[src/rtl/tour_cmd_responder.sv]
// Responder end of the tour command handshake. It captures a 16-bit command,
// acknowledges it, and then emulates the knight's travel one square at a time.
// It also calibrates, sets the position directly, or rejects bad commands.
// When the command is done it pulses send_resp.
//
// Ports:
//   clk          system clock
//   rst          asynchronous reset, active high
//   cmd          [15:12] opcode, [11:4] heading, [3:0] squares
//   cmd_rdy      command valid, held by the initiator until acknowledged
//   clr_cmd_rdy  one-cycle acknowledge (state ACK)
//   send_resp    one-cycle completion pulse (state RESP)
//   busy         high from ACK through RESP
//   x_pos/y_pos  current board position (0..4)
//   fanfare      with send_resp on a successful opcode 0x3
//   err          command rejected; valid with send_resp, held until next capture
//
// state | meaning
// IDLE  | waiting for cmd_rdy; a sampled cmd_rdy captures cmd
// ACK   | acknowledge, decode, bounds check, set-position update
// EXEC  | travelling; one square per SQ_CYC cycles
// CAL   | calibrate wait of CAL_CYC cycles
// RESP  | completion pulse, fanfare if applicable
module tour_cmd_responder #(
    parameter int SQ_CYC  = 16,
    parameter int CAL_CYC = 8,
    parameter int INIT_X  = 2,
    parameter int INIT_Y  = 2
) (
    input  logic        clk,
    input  logic        rst,
    input  logic [15:0] cmd,
    input  logic        cmd_rdy,
    output logic        clr_cmd_rdy,
    output logic        send_resp,
    output logic        busy,
    output logic [2:0]  x_pos,
    output logic [2:0]  y_pos,
    output logic        fanfare,
    output logic        err
);

    localparam int CNT_MAX = (SQ_CYC > CAL_CYC) ? SQ_CYC : CAL_CYC;
    localparam int CW      = $clog2(CNT_MAX + 1);

    typedef enum logic [2:0] {IDLE, ACK, EXEC, CAL, RESP} state_t;

    state_t         state, state_nxt;
    logic [15:0]    cmd_reg;
    logic [CW-1:0]  cnt;
    logic [3:0]     remaining;
    logic           ack_err;

    logic [3:0] opcode;
    logic [7:0] heading;
    logic [3:0] squares;
    logic [4:0] sq5, x5, y5;
    logic       sq_tc, cal_tc;

    assign opcode  = cmd_reg[15:12];
    assign heading = cmd_reg[11:4];
    assign squares = cmd_reg[3:0];
    // The sums below can reach 4 + 15, so 5 bits are enough and nothing wraps.
    assign sq5     = {1'b0, squares};
    assign x5      = {2'b0, x_pos};
    assign y5      = {2'b0, y_pos};
    assign sq_tc   = (cnt == CW'(SQ_CYC - 1));
    assign cal_tc  = (cnt == CW'(CAL_CYC - 1));

    // Decode and bounds check of the captured command against the current position.
    always_comb begin
        ack_err = 1'b0;
        case (opcode)
            4'h0: ack_err = 1'b0;
            4'h2, 4'h3: begin
                case (heading)
                    8'h00:   ack_err = (y5 + sq5) > 5'd4;
                    8'h7F:   ack_err = sq5 > y5;
                    8'hBF:   ack_err = (x5 + sq5) > 5'd4;
                    8'h3F:   ack_err = sq5 > x5;
                    default: ack_err = 1'b1;
                endcase
            end
            4'h4:    ack_err = (cmd_reg[6:4] > 3'd4) || (cmd_reg[2:0] > 3'd4);
            default: ack_err = 1'b1;
        endcase
    end

    always_comb begin
        state_nxt   = state;
        clr_cmd_rdy = 1'b0;
        send_resp   = 1'b0;
        busy        = 1'b1;
        fanfare     = 1'b0;
        case (state)
            IDLE: begin
                busy = 1'b0;
                if (cmd_rdy) state_nxt = ACK;
            end
            ACK: begin
                clr_cmd_rdy = 1'b1;
                if (ack_err || opcode == 4'h4 || (opcode != 4'h0 && squares == 4'd0))
                    state_nxt = RESP;
                else if (opcode == 4'h0)
                    state_nxt = CAL;
                else
                    state_nxt = EXEC;
            end
            EXEC: if (sq_tc && remaining == 4'd1) state_nxt = RESP;
            CAL:  if (cal_tc) state_nxt = RESP;
            RESP: begin
                send_resp = 1'b1;
                fanfare   = (opcode == 4'h3) && !err;
                state_nxt = IDLE;
            end
            default: state_nxt = IDLE;
        endcase
    end

    always_ff @(posedge clk or posedge rst) begin
        if (rst) begin
            state     <= IDLE;
            cmd_reg   <= '0;
            cnt       <= '0;
            remaining <= '0;
            err       <= 1'b0;
            x_pos     <= 3'(INIT_X);
            y_pos     <= 3'(INIT_Y);
        end else begin
            state <= state_nxt;
            case (state)
                IDLE: begin
                    if (cmd_rdy) begin
                        cmd_reg <= cmd;
                        err     <= 1'b0;
                    end
                end
                ACK: begin
                    err       <= ack_err;
                    cnt       <= '0;
                    remaining <= squares;
                    if (opcode == 4'h4 && !ack_err) begin
                        x_pos <= cmd_reg[6:4];
                        y_pos <= cmd_reg[2:0];
                    end
                end
                EXEC: begin
                    if (sq_tc) begin
                        cnt       <= '0;
                        remaining <= remaining - 4'd1;
                        case (heading)
                            8'h00:   y_pos <= y_pos + 3'd1;
                            8'h7F:   y_pos <= y_pos - 3'd1;
                            8'hBF:   x_pos <= x_pos + 3'd1;
                            default: x_pos <= x_pos - 3'd1;
                        endcase
                    end else begin
                        cnt <= cnt + 1'b1;
                    end
                end
                CAL: cnt <= cnt + 1'b1;
                default: ;
            endcase
        end
    end

endmodule

[config.mk]
export PLATFORM = sky130hd
export DESIGN_NAME = tour_cmd_responder
export DESIGN_NICKNAME = d
export VERILOG_FILES = /design/src/rtl/tour_cmd_responder.sv
export SDC_FILE = /design/constraint.sdc
export NUM_CORES = 1
export LEC_CHECK = 0
export BUFFER_PORTS_ARGS = -buffer_cell sky130_fd_sc_hd__buf_2
export CORE_UTILIZATION = 35
export CTS_CLUSTER_SIZE = 24
export DETAILED_ROUTE_END_ITERATION = 8
export GPL_ROUTABILITY_DRIVEN = 0
export SETUP_SLACK_MARGIN = 0.4
export SLEW_MARGIN = 10
export SYNTH_ARGS = -nofsm -noshare
export SYNTH_HDL_FRONTEND = slang
export SYNTH_SLANG_ARGS = --single-unit
[constraint.sdc]
create_clock -name clk -period 4.5 [get_ports clk]
set_input_delay 0.9 -clock clk [delete_from_list [all_inputs] [get_ports clk]]
set_output_delay 0.9 -clock clk [all_outputs]
set_load 0.01 [all_outputs]
**Word-level counts from Yosys, hierarchy flattened**

Index checks and enable logic that the tools add are counted.

- $lt $le $gt $ge: 6
- Add/sub/neg operators: 8
- Multipliers: 0
- Divide/modulo/power cells: 0
- Mux-type cells: 26
- Shift-type cells: 0
- Reduce and logical (&&, ||, !) cells: 25
- Bitwise logic cells: 0
- Eq/ne operators: 20

Operators with widths:

| cell | number |
|---|---|
| 2-to-1 mux 3 bit | 8 |
| one-hot mux 3 bit (2 select lines) | 4 |
| one-hot mux 5 bit (3 select lines) | 1 |
| inequality test 2 bit (second input constant) | 6 |
| one-hot mux 3 bit (4 select lines) | 1 |
| adder 3 x 4 -> 5 bit | 2 |
| greater-than comparator 5 x 3 -> 1 bit (second input constant) | 2 |
| equality test 4 x 2 -> 1 bit (second input constant) | 2 |
| equality test 8 x 6 -> 1 bit (second input constant) | 1 |
| equality test 8 x 7 -> 1 bit (second input constant) | 1 |
| equality test 8 bit (second input constant) | 1 |
| greater-than comparator 4 x 3 -> 1 bit | 2 |
| logical NOT 4 bit | 2 |
| logical NOT 8 bit | 1 |
| one-hot mux 4 bit (2 select lines) | 1 |
| AND reduction 4 bit | 2 |
| adder 3 x 1 -> 3 bit (second input constant) | 2 |
| equality test 3 x 2 -> 1 bit (second input constant) | 2 |
| greater-than comparator 3 bit (second input constant) | 2 |
| 2-to-1 mux 1 bit | 6 |
| AND reduction 2 bit | 3 |
| subtractor 3 x 1 -> 3 bit (second input constant) | 2 |
| adder 5 x 1 -> 5 bit (second input constant) | 1 |
| equality test 5 x 3 -> 1 bit (second input constant) | 1 |
| 21 further kinds | 29 |

- Logic and storage cells: 92
- ROM bits: 0
- Input port bits: 19
- Memories: 0
- Latch bits: 0
- Bits in registers: 35
- Output and inout bits: 11
- Bits in writable memories: 0

**Longest topological paths before layout**

- Depth in word-level cells: 8
- Depth in mapped cells: 9
- Depth with buffers taken out: 9

**Least setup slack after synthesis**

OpenSTA, ideal clock, no wires.

- Kind: register to register
- Start: register y_pos[1]
- End: register state[1]
- Slack: 2.274 ns
- Arrival time: 2.107 ns
- Stages on the path, launching flop included: 9
- Period minus slack after synthesis: 2.226 ns
- Cells stage by stage: dfstp_2 > inv_1 > ha_1 > nor2b_1 > o21bai_1 > mux2i_1 > a2111oi_2 > o21ai_0 > a31o_1

- Cells in the longest elaborated chain, start to end: 8

RTL lines:

| element | line | source |
|---|---|---|
| from (decl) | 38 | `output logic [2:0] y_pos,` |
| from (signal assigned) | 128 | `y_pos <= 3'(INIT_Y);` |
| from (signal assigned) | 144 | `y_pos <= cmd_reg[2:0];` |
| from (signal assigned) | 152 | `8'h00: y_pos <= y_pos + 3'd1;` |
| adder 3 x 4 -> 5 bit | 77 | `8'h00: ack_err = (y5 + sq5) > 5'd4;` |
| greater-than comparator 5 x 3 -> 1 bit | 77 |  |
| one-hot mux 1 bit (4 select lines) * | 76 | `case (heading)` |
| one-hot mux 1 bit (3 select lines) * | 73 | `case (opcode)` |
| logical OR 1 bit * (2 in a row) | 102 | `if (ack_err \|\| opcode == 4'h4 \|\| (opcode != 4'h0 && squares == 4'd0))` |
| 2-to-1 mux 3 bit * | 102 |  |
| one-hot mux 3 bit (4 select lines) * | 95 | `case (state)` |
| to (signal assigned) | 130 | `state <= state_nxt;` |
| to (decl) | 48 | `state_t state, state_nxt;` |

Mark *: on every way between the ends. The rest lies on a longest branch, timed or not.
A chain may end at the register's enable or synchronous reset.

**Final worst setup path**

- Start: register state[1]
- End: output port clr_cmd_rdy

- Cells in the longest elaborated chain, start to end: 2

RTL lines:

| element | line | source |
|---|---|---|
| equality test 3 x 1 -> 1 bit | 95 |  |
| 2-to-1 mux 1 bit | 95 |  |
| to (decl) | 34 | `output logic clr_cmd_rdy,` |

Every way passes these cells.

==> run summary <==
Walking the worst path, the cells encountered are nand2b_1 -> nor2_1 -> buf_2. The maximum number of pins on one net before global-route repair is 36. The synthesis-to-finish area growth is 12.9%. The total setup violations reported at the end of the flow came out at 0.

The final-stage net count came out at 328. In this run the standard cell core region covers about 6500 µm². The initial antenna violation count came to 0.

Once the clock tree was built, the resizer swapped 0 gates to a different size. The number of ports placed on the die boundary is 30. The most used flip-flop cell after synthesis is sky130_fd_sc_hd__dfrtp_1. The average instance in the mapped netlist occupies around 9.4 µm². The power density of the placed cells came out at about 620 nW/µm². The first-pass GRT wire length is ~10 mm. After technology mapping, the gate count stands at between 200 and 300. The effective utilization at floorplan is 37.2%. The number of port buffers came out at 29. The all-layer global routing usage came out at between 10% and 20%. The register with the most flip-flops in the layout has 16 of them.

Dividing the detail-routed wire length by the instance count gives between 15 and 20 µm. CTS placed an instance of sky130_fd_sc_hd__clkbuf_8 at the clock tree root. The setup slack after placement came out at around 2.1 ns.

The largest single stage delay on the critical path is around 0.50 ns. The path class of the tightest hold or removal check is reg2reg. The detailed-route DRC error count came out at 0. The slew at the pin closest to its max-slew limit is between 0.8 and 0.9 ns. The clock sink count came out at 35.

The height of the die came out at between 80 and 90 µm. The number of enable flip-flop cells after synthesis is 0. The clock skew came out at 0.00956 ns. After layout, the worst setup slack is 1.87 ns. The number of nets in the synthesized netlist came out at 297.

The count of final hold-check violations came out at 0. The clock passes through at most 2 buffers. The total length of routed wires came out at roughly 5.8 mm. Leaving out fill and tap cells, the most frequent cell in the layout is sky130_fd_sc_hd__dfrtp_1. The full die area came out at between 7000 and 8000 µm². Setup repair after global routing left no endpoint under its margin. The starting DRC count in detailed routing is 80.

In the layout the commonest cells are sky130_fd_sc_hd__dfrtp_1, sky130_fd_sc_hd__nand2_1, sky130_fd_sc_hd__buf_2. In the finished design, the share of the clock period the worst path needs comes to roughly three fifths. Of all cell types, the one taking the most synthesized area is sky130_fd_sc_hd__dfrtp_1. VDD sags by at most between 0.3 and 0.4 mV. The worst setup path is captured at an output pin.

The count of unique library cells instantiated by Yosys came out at 53. The die is 85.3 µm wide. The worst endpoint data arrival time came out at between 1.5 and 2 ns. Sorting the synthesized cells by area gives the leading types as sky130_fd_sc_hd__dfrtp_1, sky130_fd_sc_hd__ha_1, sky130_fd_sc_hd__mux2_2.

The timing-limited maximum frequency is approximately 0.38 GHz. The final critical-path required period came out at ~2.6 ns. TritonCTS built the clock tree. Of all flip-flops after synthesis, the portion carrying an async set or reset was 100%. The clock transition at the register clock pins on the worst setup and hold paths after CTS came out at ~0.08 ns. Summed over all cells, the static leakage comes to 1.25 nW.

The total number of yosys warnings came out at 0. The worst setup path is launched from a register. The area share of the leading cell type in the synthesized netlist is 34.0%. For the worst setup path, the data required time is 3.60 ns. Of all nets on the critical path, the largest fanout is 11. After synthesis the netlist holds a flip-flop and latch count of 35.

The kind of critical path is reg2out. In this run the cell area measured after placement is around 2700 µm². The clock latency at the later pin of the worst-skew pair is 0.29 ns. Among all stages on the critical path, the largest delay is contributed by sky130_fd_sc_hd__dfrtp_1. The final core utilization came out at approximately two fifths.

The worst max-slew margin expressed relative to the limit came out at roughly 46%. The CTS buffer count came out at 5. In this run the remaining antenna-violating nets after routing total 0. The summed instance area of the synthesized netlist is ~2400 µm². The detailed-route via count came out at just over 2000. Summing all non-filler instances in the final layout gives an area of approximately 2700 µm². The total power draw came out at between 1.5 and 2 mW.

The number of buffers added for setup after CTS is 0. Sequential cells were found to cover 36.2% of the synthesized design area. Global routing finished with a remaining overflow of 0. The sum of negative setup slack came out at 0 ns. The layout has between 600 and 700 filler cells. The area used by multi-input combinational logic came out at 1470 µm². The number of max-cap violations is 0. Across the whole layout, storage elements account for between 800 and 900 µm².

The via count of the first global-routing pass came out at around 2100. Summed over all nets, the half-perimeter wirelength after detailed placement is 4.39 mm. The final antenna diode count came out at 0.

The via-per-instance ratio came out at between 5 and 6. After floorplanning, the core was divided into 29 placement rows. The post-cts hold buffer count is 0. The max-slew violation count is 0. The ratio of cells with drive above 1 in the final layout is between 20% and 30%. The run finished with clean final reports. The number of H-tree levels came out at 2. The number of optimization iterations in the first detailed-route pass is 4.
metrics by stage:
| stage | hold slack [ns] | instances |
|---|---|---|
| 2_1_floorplan | 0.498 | 257 |
| 3_3_place_gp | 0.508 | 358 |
| 3_5_place_dp | 0.508 | 358 |
| 4_1_cts | 0.530 | 366 |
| 5_1_grt | 0.574 | 366 |
| 6_report | 0.533 | 366 |
Yosys cell counts (2+ instances only):
cell and number:
sky130_fd_sc_hd__a211oi_1 5, sky130_fd_sc_hd__a21oi_1 16, sky130_fd_sc_hd__a32o_1 2, sky130_fd_sc_hd__and3_1 2
sky130_fd_sc_hd__and4b_1 3, sky130_fd_sc_hd__clkbuf_1 6, sky130_fd_sc_hd__dfrtp_1 33, sky130_fd_sc_hd__dfstp_2 2
sky130_fd_sc_hd__fa_1 4, sky130_fd_sc_hd__ha_1 17, sky130_fd_sc_hd__inv_1 15, sky130_fd_sc_hd__mux2_2 14
sky130_fd_sc_hd__mux2i_1 2, sky130_fd_sc_hd__nand2_1 31, sky130_fd_sc_hd__nand2b_1 7, sky130_fd_sc_hd__nand3_1 5
sky130_fd_sc_hd__nand3b_1 2, sky130_fd_sc_hd__nand4_1 3, sky130_fd_sc_hd__nor2_1 15, sky130_fd_sc_hd__nor2b_1 2
sky130_fd_sc_hd__nor3_1 6, sky130_fd_sc_hd__nor3b_1 4, sky130_fd_sc_hd__o211ai_1 4, sky130_fd_sc_hd__o21ai_0 14
sky130_fd_sc_hd__o21bai_1 2, sky130_fd_sc_hd__o221ai_1 2, sky130_fd_sc_hd__o22ai_1 3, sky130_fd_sc_hd__o31ai_1 2
sky130_fd_sc_hd__or2_2 3, sky130_fd_sc_hd__or3_1 3, sky130_fd_sc_hd__xnor2_1 6
worst max-delay path, delay by kind of cell, from the launching register on:
kind	cells	cell delay [ns]
AND/OR/NAND/NOR	2	0.71
buffers and inverters	1	0.23
flip-flops	1	0.50
path summary, 6_finish.rpt:
| kind | slack [ns] | from | cells after the start | endpoint |
|---|---|---|---|---|
| worst min register to register | 0.53 | err | 2 | err |
| max in group asynchronous | 3.45 | rst | 3 | x_pos[1] |
| worst max register to register | 2.08 | x_pos[0] | 8 | err |
| min in group asynchronous | 0.70 | rst | 3 | cmd_reg[12] |
| worst max-delay path | 1.87 | state[1] | 3 | clr_cmd_rdy |
| worst min-delay path | 0.53 | err | 2 | err |
layout make-up:
type                    count  area share [%]
clock inverters             2           0.456
clock buffers               6            2.65
well taps                  77            3.51
repair buffers             31            5.84
multi-input cells         200            53.5
inverters                  15            2.05
flip-flops and latches     35            32.0
per-layer routing:
metal	track usage [%]	up-vias	part of all wire, %
met5	0	-	0
met4	6.52	0	1.3
met3	3.31	7	3.6
met2	29.7	44	48
met1	23.5	976	47
li1	-	992	-
power breakdown:
part	switching [mW]	leakage (nW)	internal, mW	total, mW
Combinational	0.424	0.776	0.384	0.809
Clock	0.123	0.0412	0.108	0.231
Sequential	0.224	0.429	0.448	0.672
logic make-up (layout without fill, tap and decap cells):
kind of cell    Yosys count  in the layout  synth area share, %
fa+ha+maj                21             21                 12.1
flops                    35             35                 36.2
compound gates           63             63                 18.1
mux                      16             16                 7.32
xor+xnor                  6              6                 2.16
buf+inv                  22             54                 3.45
simple gates             94             94                 20.8
Power figures use the tool's default switching activity.
